File: src/rtl/pipelined_prefix_adder_pkg.sv
// Shared definitions for the pipelined prefix adder: op codes, default sizes
// and the bit order of the registered flag vector.
package pipelined_prefix_adder_pkg;
  localparam int DEF_WIDTH = 32;
  localparam int DEF_GROUP = 4;
  localparam int DEF_TAGW  = 4;

  typedef enum logic [1:0] {
    OP_ADD = 2'b00,
    OP_SUB = 2'b01,
    OP_SBB = 2'b10,
    OP_ADC = 2'b11
  } op_e;

  localparam int FLG_COUT = 0;
  localparam int FLG_OVF  = 1;
  localparam int FLG_ZERO = 2;
  localparam int FLG_LT_S = 3;
  localparam int FLG_LT_U = 4;
  localparam int NFLG     = 5;

  typedef logic [NFLG-1:0] flags_t;

  function automatic bit is_pow2(input int n);
    return (n > 0) && ((n & (n - 1)) == 0);
  endfunction
endpackage

File: src/rtl/pipelined_prefix_adder_tree.sv
// Combinational Sklansky tree over N group (G,P) pairs with a carry-in;
// c[k] is the carry into group k. o_logic is the single prefix node cell.
module o_logic (
  input  logic gi,
  input  logic pi,
  input  logic gj,
  input  logic pj,
  output logic go,
  output logic po
);
  assign go = gi | (pi & gj);
  assign po = pi & pj;
endmodule

module prefix_gp_tree #(
  parameter int N = 8
) (
  input  logic [N-1:0] g,
  input  logic [N-1:0] p,
  input  logic         cin,
  output logic [N-1:0] c
);
  localparam int LVL = $clog2(N);

  logic [LVL:0][N-1:0] gl;
  logic [LVL:0][N-1:0] pl;

  // folding cin into group 0 turns every prefix G directly into a carry
  assign gl[0] = {g[N-1:1], g[0] | (p[0] & cin)};
  assign pl[0] = p;

  for (genvar l = 0; l < LVL; l++) begin : g_lvl
    for (genvar i = 0; i < N; i++) begin : g_col
      if (((i >> l) & 1) == 1) begin : g_node
        localparam int J = ((i >> l) << l) - 1;
        o_logic u_o (
          .gi(gl[l][i]), .pi(pl[l][i]),
          .gj(gl[l][J]), .pj(pl[l][J]),
          .go(gl[l+1][i]), .po(pl[l+1][i])
        );
      end else begin : g_pass
        assign gl[l+1][i] = gl[l][i];
        assign pl[l+1][i] = pl[l][i];
      end
    end
  end

  assign c = {gl[LVL][N-2:0], cin};

  logic unused_tail;
  assign unused_tail = gl[LVL][N-1] ^ (^pl[LVL]);
endmodule

File: src/rtl/pipelined_prefix_adder.sv
// 3-stage add/sub/compare unit: S1 group G/P, S2 Sklansky group carries,
// S3 in-group ripple, sum and flags into the output registers.
import pipelined_prefix_adder_pkg::*;

module pipelined_prefix_adder #(
  parameter int WIDTH = DEF_WIDTH,
  parameter int GROUP = DEF_GROUP,
  parameter int TAGW  = DEF_TAGW
) (
  input  logic             clk,
  input  logic             rst,
  input  logic             in_valid,
  output logic             in_ready,
  input  logic [WIDTH-1:0] in_a,
  input  logic [WIDTH-1:0] in_b,
  input  logic             in_cin,
  input  logic [1:0]       in_op,
  input  logic [TAGW-1:0]  in_tag,
  output logic             out_valid,
  input  logic             out_ready,
  output logic [WIDTH-1:0] out_sum,
  output logic             out_cout,
  output logic             out_ovf,
  output logic             out_zero,
  output logic             out_lt_s,
  output logic             out_lt_u,
  output logic [TAGW-1:0]  out_tag
);
  localparam int NGRP = WIDTH / GROUP;

  if ((WIDTH % GROUP) != 0 || NGRP < 2 || !is_pow2(NGRP)) begin : g_bad_param
    $error("pipelined_prefix_adder: WIDTH/GROUP must give a power-of-2 group count >= 2");
  end

  logic [3:1] vld_pipe;
  logic       rst_q;
  logic       adv1, adv2, adv3, accept;

  assign adv3     = ~vld_pipe[3] | out_ready;
  assign adv2     = ~vld_pipe[2] | adv3;
  assign adv1     = ~vld_pipe[1] | adv2;
  // rst_q keeps in_ready low for the cycle right after a reset
  assign in_ready = ~rst_q & adv1;
  assign accept   = in_valid & in_ready;
  assign out_valid = vld_pipe[3];

  // ---- S1: operand prep and per-group (G,P)
  op_e              op_in;
  logic             sub_in, c0_in;
  logic [WIDTH-1:0] bp, g_in, p_in;
  logic [NGRP-1:0]  gg_in, gp_in;

  assign op_in  = op_e'(in_op);
  assign sub_in = (op_in == OP_SUB) || (op_in == OP_SBB);
  assign c0_in  = (op_in == OP_SUB) ? 1'b1 : in_cin;
  assign bp     = sub_in ? ~in_b : in_b;
  assign g_in   = in_a & bp;
  assign p_in   = in_a ^ bp;

  always_comb begin
    gg_in = '0;
    gp_in = '1;
    for (int k = 0; k < NGRP; k++) begin
      for (int j = 0; j < GROUP; j++) begin
        gg_in[k] = g_in[k*GROUP+j] | (p_in[k*GROUP+j] & gg_in[k]);
        gp_in[k] = gp_in[k] & p_in[k*GROUP+j];
      end
    end
  end

  logic [WIDTH-1:0] s1_g, s1_p;
  logic [NGRP-1:0]  s1_gg, s1_gp;
  logic             s1_c0;
  op_e              s1_op;
  logic [TAGW-1:0]  s1_tag;

  always_ff @(posedge clk) begin
    if (accept) begin
      s1_g   <= g_in;
      s1_p   <= p_in;
      s1_gg  <= gg_in;
      s1_gp  <= gp_in;
      s1_c0  <= c0_in;
      s1_op  <= op_in;
      s1_tag <= in_tag;
    end
  end

  // ---- S2: group carry-ins from the prefix tree
  logic [NGRP-1:0]  grp_c, s2_c;
  logic [WIDTH-1:0] s2_g, s2_p;
  op_e              s2_op;
  logic [TAGW-1:0]  s2_tag;

  prefix_gp_tree #(.N(NGRP)) u_tree (
    .g(s1_gg), .p(s1_gp), .cin(s1_c0), .c(grp_c)
  );

  always_ff @(posedge clk) begin
    if (adv2 && vld_pipe[1]) begin
      s2_c   <= grp_c;
      s2_g   <= s1_g;
      s2_p   <= s1_p;
      s2_op  <= s1_op;
      s2_tag <= s1_tag;
    end
  end

  // ---- S3: in-group ripple, sum and flags
  logic [WIDTH-1:0] s3_sum;
  logic             rc, c_msb, s3_sub, s3_ovf;
  flags_t           s3_flags, out_flags;

  always_comb begin
    s3_sum = '0;
    rc     = 1'b0;
    c_msb  = 1'b0;
    for (int k = 0; k < NGRP; k++) begin
      rc = s2_c[k];
      for (int j = 0; j < GROUP; j++) begin
        s3_sum[k*GROUP+j] = s2_p[k*GROUP+j] ^ rc;
        c_msb = rc;
        rc = s2_g[k*GROUP+j] | (s2_p[k*GROUP+j] & rc);
      end
    end
  end

  assign s3_sub = (s2_op == OP_SUB) || (s2_op == OP_SBB);
  assign s3_ovf = c_msb ^ rc;

  always_comb begin
    s3_flags           = '0;
    s3_flags[FLG_COUT] = rc;
    s3_flags[FLG_OVF]  = s3_ovf;
    s3_flags[FLG_ZERO] = ~|s3_sum;
    s3_flags[FLG_LT_S] = s3_sub & (s3_sum[WIDTH-1] ^ s3_ovf);
    s3_flags[FLG_LT_U] = s3_sub & ~rc;
  end

  always_ff @(posedge clk) begin
    if (rst) begin
      vld_pipe  <= '0;
      rst_q     <= 1'b1;
      out_sum   <= '0;
      out_flags <= '0;
      out_tag   <= '0;
    end else begin
      rst_q <= 1'b0;
      if (adv1) vld_pipe[1] <= accept;
      if (adv2) vld_pipe[2] <= vld_pipe[1];
      if (adv3) begin
        vld_pipe[3] <= vld_pipe[2];
        if (vld_pipe[2]) begin
          out_sum   <= s3_sum;
          out_flags <= s3_flags;
          out_tag   <= s2_tag;
        end
      end
    end
  end

  assign out_cout = out_flags[FLG_COUT];
  assign out_ovf  = out_flags[FLG_OVF];
  assign out_zero = out_flags[FLG_ZERO];
  assign out_lt_s = out_flags[FLG_LT_S];
  assign out_lt_u = out_flags[FLG_LT_U];
endmodule

File: config.mk
export PLATFORM = sky130hd
export DESIGN_NAME = pipelined_prefix_adder
export DESIGN_NICKNAME = d
export VERILOG_FILES = /design/src/rtl/pipelined_prefix_adder_pkg.sv /design/src/rtl/pipelined_prefix_adder_tree.sv /design/src/rtl/pipelined_prefix_adder.sv
export SDC_FILE = /design/constraint.sdc
export NUM_CORES = 1
export LEC_CHECK = 0
export BUFFER_PORTS_ARGS = -buffer_cell sky130_fd_sc_hd__buf_2
export CAP_MARGIN = 30
export CORE_UTILIZATION = 40
export CTS_BUF_LIST = sky130_fd_sc_hd__clkbuf_4 sky130_fd_sc_hd__clkbuf_8
export CTS_CLUSTER_DIAMETER = 40
export DETAILED_ROUTE_END_ITERATION = 8
export MAX_ROUTING_LAYER = met4
export SETUP_SLACK_MARGIN = 0.5
export SYNTH_ARGS = -nofsm -noshare
export SYNTH_HDL_FRONTEND = slang
export SYNTH_SLANG_ARGS = --single-unit
export TNS_END_PERCENT = 20
File: constraint.sdc
create_clock -name clk -period 11.6 [get_ports clk]
set_input_delay 1.16 -clock clk [delete_from_list [all_inputs] [get_ports clk]]
set_output_delay 1.16 -clock clk [all_outputs]
set_load 0.01 [all_outputs]
# [Word level (Yosys, flattened, before mapping)]
# Index checks and enable logic that the tools add are counted.
[classes] eq_ne=4 n_mux=2 bitwise=185 n_reduce_logical=6
[ops] cell="$and A1 B1 Y1" n=84
[ops] cell="$or A1 B1 Y1" n=59
[ops] cell="$xor A1 B1 Y1" n=34
[ops] cell="$and A32 B32 Y32" n=1
[ops] cell="$mux W32" n=1
[ops] cell="$not A32 Y32" n=1
[ops] cell="$reduce_or A32 Y1" n=1
[ops] cell="$xor A32 B32 Y32" n=1
[ops] cell="$not A1 Y1" n=5
[ops] cell="$eq A2 B1 Y1 const B" n=2
[ops] cell="$eq A2 B2 Y1 const B" n=2
[ops] cell="$logic_or A1 B1 Y1" n=2
[ops] cell="$reduce_and A2 Y1" n=1
[ops] cell="$logic_and A1 B1 Y1" n=1
[ops] cell="$logic_not A1 Y1" n=1
[ops] cell="$mux W1" n=1
[word_totals] register_bits=208 input_bits=75 output_inout_bits=43

# [Depth between registers and ports, before layout]
# Gate-level depths: netlist of the first run.
[logic_depth] word_depth=11 depth_mapped=12 mapped_depth_nobuf=12

# [By module]
# From an unflattened synthesis of the first run, not the netlist that was laid out.
[unflattened] cells_unflattened=556 area_unflattened_um2=7915.1
[modules_own_cells] module="pipelined_prefix_adder" instances=1 cells_per_inst=529 area_each_um2=7712.4 seq_area_each_um2=5435.2
[modules_own_cells] module="o_logic" instances=9 cells_per_inst=2 area_each_um2=15.0 seq_area_each_um2=0.0
[modules_own_cells] module="prefix_gp_tree" instances=1 cells_per_inst=9 area_each_um2=67.6 seq_area_each_um2=0.0

# [Worst setup path before layout of the first run]
# OpenSTA, ideal clock, no wires.
[synth_timing] kind="input -> register" from="input port out_ready" to="register s2_c[0] (enable)" arrival_time_ns=6.418 t_required_ns=10.991 setup_slack_ns=4.574 stages=2 cell_sequence="nor2b_1 > a21boi_0"
[synth_between] elab_chain_len=3
[synth_lines] element="start, declared" line="pipelined_prefix_adder.sv:20" text="input logic out_ready,"
[synth_lines] element="$or A1 B1 Y1" line="pipelined_prefix_adder.sv:39" text="assign adv3 = ~vld_pipe[3] | out_ready;"
[synth_lines] element="$or A1 B1 Y1" line="pipelined_prefix_adder.sv:40" text="assign adv2 = ~vld_pipe[2] | adv3;"
[synth_lines] element="$logic_and A1 B1 Y1" line="pipelined_prefix_adder.sv:100" text="if (adv2 && vld_pipe[1]) begin"
[synth_lines] element="end signal, assigned" line="pipelined_prefix_adder.sv:101" text="s2_c <= grp_c;"
[synth_lines] element="end, declared" line="pipelined_prefix_adder.sv:90" text="logic [NGRP-1:0] grp_c, s2_c;"
# No other way between the ends.
# A chain may end at the register's enable or synchronous reset.

# [Worst setup path in the final report of the first run]
[layout_timing] from="input port out_ready" to="output port in_ready"
[layout_between] elab_chain_len=4
[layout_lines] element="$or A1 B1 Y1" line="pipelined_prefix_adder.sv:39"
[layout_lines] element="$or A1 B1 Y1" line="pipelined_prefix_adder.sv:40"
[layout_lines] element="$or A1 B1 Y1" line="pipelined_prefix_adder.sv:41" text="assign adv1 = ~vld_pipe[1] | adv2;"
[layout_lines] element="$and A1 B1 Y1" line="pipelined_prefix_adder.sv:43" text="assign in_ready = ~rst_q & adv1;"
[layout_lines] element="end, declared" line="pipelined_prefix_adder.sv:13" text="output logic in_ready,"
# No other way between the ends.

==> results.md, run 1 <==
* Die width at about 140 um
* First-pass GRT wire length at 21770 um
* FMAX at 0.3083 GHz
* Final #Nets at around 790
* Longest Clk Path Bufs at 2
* CTS Sinks at 194
* Critical path capture point type: output port
* Post-CTS setup buffers at 0
* Mapped Cells at 533
* Slew Limit Fails at 0
* Setup Viol. Count Final at 0
* Die Span Y at between 100 and 150 um
* Place WS at 8.233 ns
* Asr flop ratio synth at 0%
* Layout cells sized above 1 at 26.16%
* Post-DRT Antenna Nets at 0
* CTS Root Cell: clkbuf_8
* Core Area at around 19000 sq um
* Sum Neg Setup Slack at 0 ns
* RSZ-0062 raised after global routing: no
* Max Cap Viol at 0
* WS Path Type: primary input to output port
* Post-place instance area at 8562 sq um
* Hold_sp: s1_p[11]$_DFFE_PP_
* Routed len/inst at around 15 um
* Gpl congestion at 0.8107
* Clk slew on worst S/H paths at 0.09 ns
* Worst setup SP type: primary input
* Power density over cell area at between 150 and 200 nW/um^2
* Vias in the first global route at 4319
* Diodes inserted at 0
* Row count at 50
* Gr ovfl total at 0
* Initial core utilization at a little over 40%
* Post-CTS resize count at 0
* EDFF count, synth at 149
* Syn Nets at approximately 670
* Iter 0 DRT Violations at approximately 270
* Pin count of the biggest net entering global routing at 79
* Cell variety after synth at 34
* Minimum clock period at 3.243 ns
* Fin crit share at between 20 and 30%
* Final worst slack at 8.357 ns
* Worst R2R Setup Slack at 8.36 ns
* Worst EP required at 10.44 ns
* Final HPWL DP at 9939 um
* Via-per-instance ratio at 4.805
* H-Tree Depth at 4
* CP Launch Point: out_ready
* Maximum VDD drop at 0.00007871 V
* Status: finished, final reports clean
* Mapped Area at 7676 sq um
* Total GRT Usage at between 15 and 20%
* CTS tree: done
* DRC violation count after routing at 0
* #FFs+latches synth at 194
* Clock Latency Late Sink at 0.46 ns
* Port Buffer Count at 117
* Hold_buf cts at 0
* Most used DFF post-synth: edfxtp_1
* IO Pins at 118
* Final clock skew at between 0.015 and 0.02 ns
* Pleak at 3.437 nW
* Post-route cell area at a little over 9000 sq um
* Yosys Warn Count at 0
* Syn Area/Cell at 14.40 sq um
* Fin. Hold Viols at 0
* Number of antenna violations at the first check in global routing at 0
* Hold WC Path Type: flop to flop
* Crit path max fanout at 6
* Vias at 4339
* Worst EP arrival at 2.08 ns
* Slew HR at 40.39%
* Area grow syn2layout at 17.88%
* Inserted Clock Buffers at 17
* Share of the yosys chip area belonging to registers at ~70%
* Worst R2R Start: s2_c[7]$_DFFE_PP_
* Die area at 19750 sq um
* Drt pass-1 iters at 4
* Least-Margin Pin Slew at 0.8942 ns
* Final WL at 13830 um
-- final cells by class --
class	count	area [sq um]
clock buffer	20	256.5
clock inverter	12	202.7
fill	1669	9719
inverter	2	7.507
multi-input combinational	318	2243
sequential	194	5375
tap	234	292.8
timing repair buffer	123	670.6
-- sequential cells by signal (all words and copies together) (netlist names), 5 cells and up --
name and count:
out_sum 32, s1_p 32, s2_p 32, s1_g 25, s2_g 25, s2_c 8, s1_gg 7, s1_gp 7
out_flags 5
-- logic make-up (layout without fill, tap and decap cells) --
| group | Yosys count | count (layout) | share of synthesized area (%) |
|---|---|---|---|
| compound gates | 69 | 69 | 5.053 |
| buf+inv | 21 | 157 | 1.125 |
| xor+xnor | 42 | 42 | 4.972 |
| simple gates | 149 | 149 | 9.372 |
| flops | 194 | 194 | 70.02 |
| fa+ha+maj | 58 | 58 | 9.454 |
-- worst max-delay path: stages --
cell,delay [ns]
buf_2,0.10
nor2b_1,0.49
a31oi_1,0.16
buf_2,0.17
-- per-stage QoR --
stage	utilization [%]	total power [mW]	hold slack (ns)	std cells
after floorplan	-	0.8978	0.4003	533
after global placement	45.47	0.9411	0.4026	869
after detailed placement	45.62	0.9491	0.4045	870
after CTS	48.07	1.437	0.4201	902
after global routing	48.21	1.483	0.4235	903
final	48.21	1.422	0.4134	903
-- worst paths after layout --
check,depth (start not counted),end
setup reg to reg,12,out_flags[2]$_SDFFE_PP0P_
setup / recovery,4,in_ready
hold / removal,0,s2_p[11]$_DFFE_PP_
hold reg to reg,0,s2_p[11]$_DFFE_PP_
-- synth_stat cells, drive strengths merged, types with 8 or more instances --
master    n  share of area [%]
nor2     16               0.78
nand2    75                3.7
a21oi    46                3.0
nand2b   10               0.81
nor2b     8               0.65
ha       58                9.5
or2      17                1.4
dfxtp    45                 12
xnor2    40                4.6
clkbuf   11               0.54
buf       8               0.49
o21ai     8               0.52
edfxtp  149                 58
-- power breakdown --
part | switching, mW | internal (mW) | total (mW)
Combinational | 0.0727 | 0.0604 | 0.133
Sequential | 0.00957 | 0.790 | 0.800
Clock | 0.225 | 0.265 | 0.490
-- cell usage in the layout (no fill, tap or decap), types with 3 or more instances in the layout --
| cell type | instances |
|---|---|
| clkbuf_8 | 17 |
| or2_2 | 17 |
| clkbuf_4 | 3 |
| nand2b_1 | 10 |
| buf_4 | 4 |
| nand3_1 | 3 |
| o21ai_0 | 8 |
| dfxtp_1 | 45 |
| bufinv_16 | 5 |
| buf_2 | 117 |
| a21oi_1 | 46 |
| ha_1 | 57 |
| nand2_1 | 75 |
| edfxtp_1 | 149 |
| clkinvlp_4 | 3 |
| xnor2_1 | 40 |
| and4_1 | 7 |
| nor2b_1 | 8 |
| nor2_1 | 16 |
| nor4_1 | 7 |
| a21o_1 | 5 |
-- routing by layer --
| metal | part of all wire [%] | track usage [%] | vias to the layer above |
|---|---|---|---|
| met5 | 0 | - | - |
| met4 | 2.6 | 7.265 | 0 |
| met2 | 46 | 23.47 | 119 |
| met1 | 46 | 19.01 | 2025 |
| li1 | - | - | 2171 |
| met3 | 5.7 | 3.966 | 24 |
(Power assumes the default switching activity.)
==> inputs of run 2 (changes only) <==
clock period = 3.3 ns   (was 11.6 ns; I/O delays follow)
==> run 2 against run 1 <==
Net effect:
- non-clock buffer count rose by 4
- worst hold slack got worse by 0.37 ns
- clock power increased to 3.3 times the previous value
- critical path type is now flop to flop
- largest cell class unchanged
- highest routed layer unchanged
==> results.md, run 2 (synthesis gave the netlist of run 1 again) <==
* Iter 0 DRT Violations at 209 (-23%)
* Port Buffer Count at 117 (unchanged)
* First-pass GRT wire length at 22290 um (+2.4%)
* Row count at 50 (unchanged)
* Power density over cell area at 539.5 nW/um^2 (+240%)
* NetSw at 1.063 mW (+250%)
* Gr ovfl total at 0 (unchanged)
* Fin. Hold Viols at 0 (unchanged)
* RSZ-0062 raised after global routing: yes
* Clock Latency Late Sink at 0.46 ns (about the same)
* CP peak stage delay at 0.40 ns (-0.09 ns)
* Flop pwr share at 57.5% (+1.3 points)
* Slew Limit Fails at 0 (unchanged)
* Vias in the first global route at 4271 (-1.1%)
* Initial core utilization at 40.90% (unchanged)
* Worst EP arrival at 3.08 ns (+1.00 ns)
* Commonest non-fill, non-tap cell in the layout: edfxtp_1
* Slew HR at 34.28% (-6.1 points)
* Inserted Clock Buffers at 17 (unchanged)
* Critical path endpoint: out_flags[3]$_SDFFE_PP0P_
* Via-per-instance ratio at 4.805 (about the same)
* Die Span Y at 140.5 um (unchanged)
* WS Path Type: flop to flop
* Die width at 140.5 um (unchanged)
* Worst R2R Setup Slack at 0.62 ns (-7.73 ns)
* Fin crit share at 81.13%
* IO Pins at 118 (unchanged)
* DRC violation count after routing at 0 (unchanged)
* Cell Chain, Critical Path: ha_1 > or2_2 > ha_1 > or2_2 > ha_2 > nor2_2 > inv_2 > ha_4 > nor2_4 > xnor3_1 > a2bb2oi_1 > nor2_1
* Final worst slack at 0.6227 ns (-7.734 ns)
* Worst setup SP type: flop
* Hold WC Path Type: primary input to flop
* Vias at 4358 (+0.44%)
* Clk slew on worst S/H paths at 0.09 ns (about the same)
* Critical path capture point type: flop
* Maximum VDD drop at 0.0002292 V (+190%)
* Worst R2R Start: s2_c[7]$_DFFE_PP_
* CP Launch Point: s2_c[7]$_DFFE_PP_
* Number of antenna violations at the first check in global routing at 0 (unchanged)
* Pin count of the biggest net entering global routing at 72 (-8.9%)
* Worst r2r path cells at 12 (unchanged)
* Longest Clk Path Bufs at 2 (unchanged)
* Gpl congestion at 0.7905 (-2.5%)
* CTS Root Cell: clkbuf_8
* FMAX at approximately 0.37 GHz
* Area grow syn2layout at 18.03%
* Worst EP required at 3.70 ns (-6.74 ns)
* CTS tree: done
* Drt pass-1 iters at 6 (+2)
* Core Area at 18770 sq um (unchanged)
* Place WS at 0.4197 ns (-7.814 ns)
* H-Tree Depth at 4 (unchanged)
* Pleak at 3.448 nW (+0.32%)
* Routed len/inst at 15.77 um (+3.0%)
* RR Endpoint: out_flags[3]$_SDFFE_PP0P_
* Least-Margin Pin Slew at 0.9834 ns (+0.08924 ns)
* Slowest CP cell: xnor3_1
* Switching share of total power at 21.75% (+0.15 points)
* Hold_buf cts at 0 (unchanged)
* Minimum clock period at 2.677 ns
* Pwr Total at 4.888 mW (+240%)
* Registers with the most flip-flops: out_sum: 32 flops, s1_p: 32 flops, s2_p: 32 flops
* Layout cells sized above 1 at 27.93% (+1.8 points)
* Final HPWL DP at 10300 um (+3.7%)
* Final clock skew at 0.01282 ns (-0.006980 ns)
* Fill cell count at 1657 (-0.72%)
* Post-DRT Antenna Nets at 0 (unchanged)
* Combinational Power Share at 9.6% (+0.2 points)
* Diodes inserted at 0 (unchanged)
* Die area at 19750 sq um (unchanged)
* CTS Sinks at 194 (unchanged)
* Max Cap Viol at 0 (unchanged)
* Setup Viol. Count Final at 0 (unchanged)
* Crit path max fanout at 4 (-2)
* Status: finished, final reports clean
* Int Pwr at 3.825 mW (+240%)
* Clock share of power at 32.8% (-1.6 points)
* Final #Nets at 793 (+0.51%)
* Most frequent cells in the layout: edfxtp_1, buf_2, nand2_1, ha_1, a21oi_1
* Final WL at 14300 um (+3.4%)
* Sum Neg Setup Slack at 0 ns (unchanged)
* Total GRT Usage at 15.74% (+0.41 points)
-- run 2: through the flow --
| stage | std cells | area, sq um | util, % | hold WS [ns] |
|---|---|---|---|---|
| 2_1_floorplan | 533 | 7702 | - | 0.3577 |
| 3_3_place_gp | 873 | 8577 | 45.70 | 0.4034 |
| 3_5_place_dp | 873 | 8577 | 45.70 | 0.4045 |
| 4_1_cts | 905 | 9010 | 48.01 | 0.008125 |
| 5_1_grt | 907 | 9060 | 48.27 | 0.007041 |
| 6_report | 907 | 9060 | 48.27 | 0.04338 |
-- run 2: final cells by class --
type | instances | area (sq um) | share of cell area (%)
repair buffers | 127 | 673.1 | 7.430
clock inverters | 8 | 125.1 | 1.381
clock buffers | 24 | 299.0 | 3.301
inverters | 2 | 7.507 | 0.08286
multi-input cells | 318 | 2287 | 25.25
flip-flops and latches | 194 | 5375 | 59.33
well taps | 234 | 292.8 | 3.232
-- run 2: repair_timing --
item	CTS	global route
setup buffers	0	2
pin swaps	1	7
resized for setup	2	7
setup endpoints to repair	1	2
-- run 2: worst max-delay path: cells and delay by family (launching register included) --
family / cells / cell delay (ns)
AO/OA/AOI/OAI: 1 / 0.15
XOR/XNOR: 1 / 0.40
adder cells (fa/ha/maj): 4 / 0.70
buffers and inverters: 1 / 0.06
flip-flops: 1 / 0.39
AND/OR/NAND/NOR: 5 / 0.92
-- run 2: worst min-delay path by stage --
stage | start | to | slack [ns] | depth (start not counted)
after global placement | s1_p[15]$_DFFE_PP_ | s2_p[15]$_DFFE_PP_ | 0.40 | 0
after floorplan | rst | rst_q$_DFF_P_ | 0.36 | 0
after global routing | in_tag[2] | s1_tag[2]$_DFFE_PP_ | 0.007 | 1
after CTS | in_tag[2] | s1_tag[2]$_DFFE_PP_ | 0.008 | 1
after detailed placement | s1_g[5]$_DFFE_PP_ | s2_g[5]$_DFFE_PP_ | 0.40 | 0
final | in_tag[2] | s1_tag[2]$_DFFE_PP_ | 0.04 | 1
-- run 2: power groups by stage --
stage          logic, mW  clock network, mW  registers (mW)
3_5_place_dp       0.470                  0            2.87
4_1_cts            0.474               1.64            2.81
6_report           0.471               1.61            2.81
2_1_floorplan      0.286                  0            2.86
5_1_grt            0.531               1.74            2.82
3_3_place_gp       0.459                  0            2.86
-- run 2: routing by layer --
metal | GRT usage (%) | routed length [um] | vias up
met5 | - | 0 | -
met2 | 24.55 | 6756 | 112
met1 | 20.17 | 6753 | 2056
li1 | - | - | 2176
met4 | 5.492 | 190 | 0
met3 | 3.692 | 601 | 14
==> inputs of run 3 (changes only) <==
clock period = 2.24 ns   (was 3.3 ns; I/O delays follow)
==> run 3 against run 2 <==
Net effect:
- the run now ends with negative setup slack left
- register-to-register slack got worse by 0.82 ns
- flip-flop and latch count unchanged
- first-iteration DRC count shrank 13%
- setup slack lost 0.82 ns
- core utilization rose by 3.3 points
- design area up 6.9%
- global-route usage grew 0.65 points
- routed wire length is 3.5% higher
- critical path depth decreased by 4
- combinational power increased by 67%
- cell count is 1.5% higher
- total power is 49% higher
==> results.md, run 3 (synthesis gave the netlist of run 1 again) <==
* Inserted Clock Buffers at 17 (unchanged)
* H-Tree Depth at 4 (unchanged)
* Worst path buffer plus inverter count at 0 (-1)
* CTS Sinks at 194 (unchanged)
* Combinational Power Share at 10.8% (+1.2 points)
* Post-place instance area at 8743 sq um (+1.9%)
* Layout cells sized above 1 at 36.83% (+8.9 points)
* WS Path Type: flop to flop
* Least-Margin Pin Slew at 0.6358 ns (-0.3476 ns)
* CTS tree: done
* RSZ-0062 raised after global routing: yes
* Multi-input logic area at 2756 sq um (+21%)
* Clock share of power at 32.0% (-0.8 points)
* Setup Viol. Count Final at 3 (+3)
* Commonest non-fill, non-tap cell in the layout: edfxtp_1
* Final worst slack at -0.1936 ns (-0.8163 ns)
* NetSw at 1.640 mW (+54%)
* Slew Limit Fails at 0 (unchanged)
* Fin. Hold Viols at 0 (unchanged)
* Maximum VDD drop at 0.0003384 V (+48%)
* Vias at 4515 (+3.6%)
* Die width at 140.5 um (unchanged)
* Pleak at 3.572 nW (+3.6%)
* Row count at 50 (unchanged)
* Hold WC Path Type: primary input to flop
* Longest Clk Path Bufs at 2 (unchanged)
* Gpl congestion at 0.7821 (-1.1%)
* Diodes inserted at 0 (unchanged)
* Via-per-instance ratio at 4.902 (+2.0%)
* CTS Root Cell: clkbuf_8
* CP peak stage delay at 0.48 ns (+0.08 ns)
* Sequential cell area at 5376 sq um (about the same)
* Clock Latency Late Sink at 0.45 ns (about the same)
* Total GRT Usage at 16.39% (+0.65 points)
* Power density over cell area at 749.7 nW/um^2 (+39%)
* Iter 0 DRT Violations at 181 (-13%)
* Flop pwr share at 57.2% (-0.3 points)
* Initial core utilization at 40.90% (unchanged)
* Clk slew on worst S/H paths at 0.09 ns (about the same)
* Core Area at 18770 sq um (unchanged)
* Port Buffer Count at 117 (unchanged)
* Crit path max fanout at 2 (-2)
* Slew HR at 57.61% (+23 points)
* Drt pass-1 iters at 4 (-2)
* Cell Chain, Critical Path: ha_2 > or2_4 > ha_4 > or2_4 > ha_4 > or4_4 > nor4_1 > a31o_2
* Status: finished with violations
* Switching share of total power at 22.58% (+0.83 points)
* Area grow syn2layout at 26.19%
* Final clock skew at 0.01184 ns (-0.0009794 ns)
* Final #Nets at 807 (+1.8%)
* Pwr Total at 7.262 mW (+49%)
* Worst EP arrival at 2.83 ns (-0.25 ns)
* Die area at 19750 sq um (unchanged)
* Post-DRT Antenna Nets at 0 (unchanged)
* Worst setup SP type: flop
* Slowest CP cell: or4_4
* CP top delay family: simple AND/OR/NAND/NOR gates
* Int Pwr at 5.622 mW (+47%)
* IO Pins at 118 (unchanged)
* Pin count of the biggest net entering global routing at 51 (-29%)
* Critical path capture point type: flop
* Die Span Y at 140.5 um (unchanged)
* Minimum clock period at 2.434 ns (-0.2437 ns)
* FMAX at 0.4109 GHz (+10%)
* Final HPWL DP at 10590 um (+2.8%)
* Most frequent cells in the layout: edfxtp_1, buf_2, nand2_1, dfxtp_1, a21oi_1
* Final WL at 14800 um (+3.5%)
* Post-route cell area at 9687 sq um (+6.9%)
* Failing checks: negative setup slack
* Max Cap Viol at 0 (unchanged)
* Registers with the most flip-flops: out_sum: 32 flops, s1_p: 32 flops, s2_p: 32 flops
* Fin crit share at 108.6% (+28 points)
* First-pass GRT wire length at 23520 um (+5.5%)
* Worst EP required at 2.64 ns (-1.06 ns)
* Routed len/inst at 16.07 um (+1.9%)
* Gr ovfl total at 0 (unchanged)
* Vias in the first global route at 4592 (+7.5%)
* Number of antenna violations at the first check in global routing at 0 (unchanged)
* Fill cell count at 1562 (-5.7%)
* DRC violation count after routing at 0 (unchanged)
-- run 3: worst register-to-register path, stage by stage, from the launching register on --
cell      delay [ns]
edfxtp_1        0.39
ha_2            0.19
or2_4           0.23
ha_4            0.15
or2_4           0.23
ha_4            0.24
or4_4           0.48
nor4_1          0.27
a31o_2          0.18
-- run 3: final timing paths --
kind	start	to	slack (ns)	cells past startpoint
setup / recovery	s2_p[28]$_DFFE_PP_	out_flags[2]$_SDFFE_PP0P_	-0.19	8
hold / removal	in_a[28]	s1_p[28]$_DFFE_PP_	0.06	2
setup reg to reg	s2_p[28]$_DFFE_PP_	out_flags[2]$_SDFFE_PP0P_	-0.19	8
hold reg to reg	s1_p[23]$_DFFE_PP_	s2_p[23]$_DFFE_PP_	0.42	0
-- run 3: final cells by class --
class | instances | area share, %
Clock buffer | 20 | 2.648
Inverter | 2 | 0.07750
Multi-Input combinational cell | 318 | 28.46
Tap cell | 234 | 3.022
Clock inverter | 12 | 1.640
Timing Repair Buffer | 141 | 8.654
Sequential cell | 194 | 55.50
-- run 3: through the flow --
step / hold slack (ns) / std cells / worst slack (ns) / TNS [ns] / util (%)
3_3_place_gp: 0.4004 / 881 / -0.2839 / -0.3656 / 46.59
5_1_grt: 0.02476 / 921 / -0.3232 / -0.8886 / 51.61
4_1_cts: 0.008972 / 919 / -0.2016 / -0.4030 / 50.96
2_1_floorplan: 0.2517 / 533 / -0.1236 / -4.093 / -
6_report: 0.06214 / 921 / -0.1936 / -0.3871 / 51.61
3_5_place_dp: 0.4045 / 881 / -0.2936 / -0.4735 / 46.59
-- run 3: power groups by stage --
stage | Clock [mW] | Sequential [mW] | Combinational, mW
CTS | 2.39 | 4.15 | 0.777
global route | 2.52 | 4.17 | 0.876
floorplan | 0 | 4.22 | 0.427
global placement | 0 | 4.22 | 0.699
finish | 2.32 | 4.15 | 0.786
detailed placement | 0 | 4.23 | 0.713
-- run 3: metal layers --
| metal | wire length, um | track usage (%) |
|---|---|---|
| met1 | 6588 | 19.58 |
| met3 | 680 | 4.513 |
| met4 | 227 | 5.435 |
| met5 | 0 | - |
| met2 | 7301 | 26.84 |
-- run 3: what timing repair did --
action                     in CTS  in global routing
hold endpoints to repair        6                  0
buffers inserted                0                  2
pin swaps                      60                 59
resized for setup              68                 26
setup endpoints to repair      22                 40
hold buffers                    6                  0
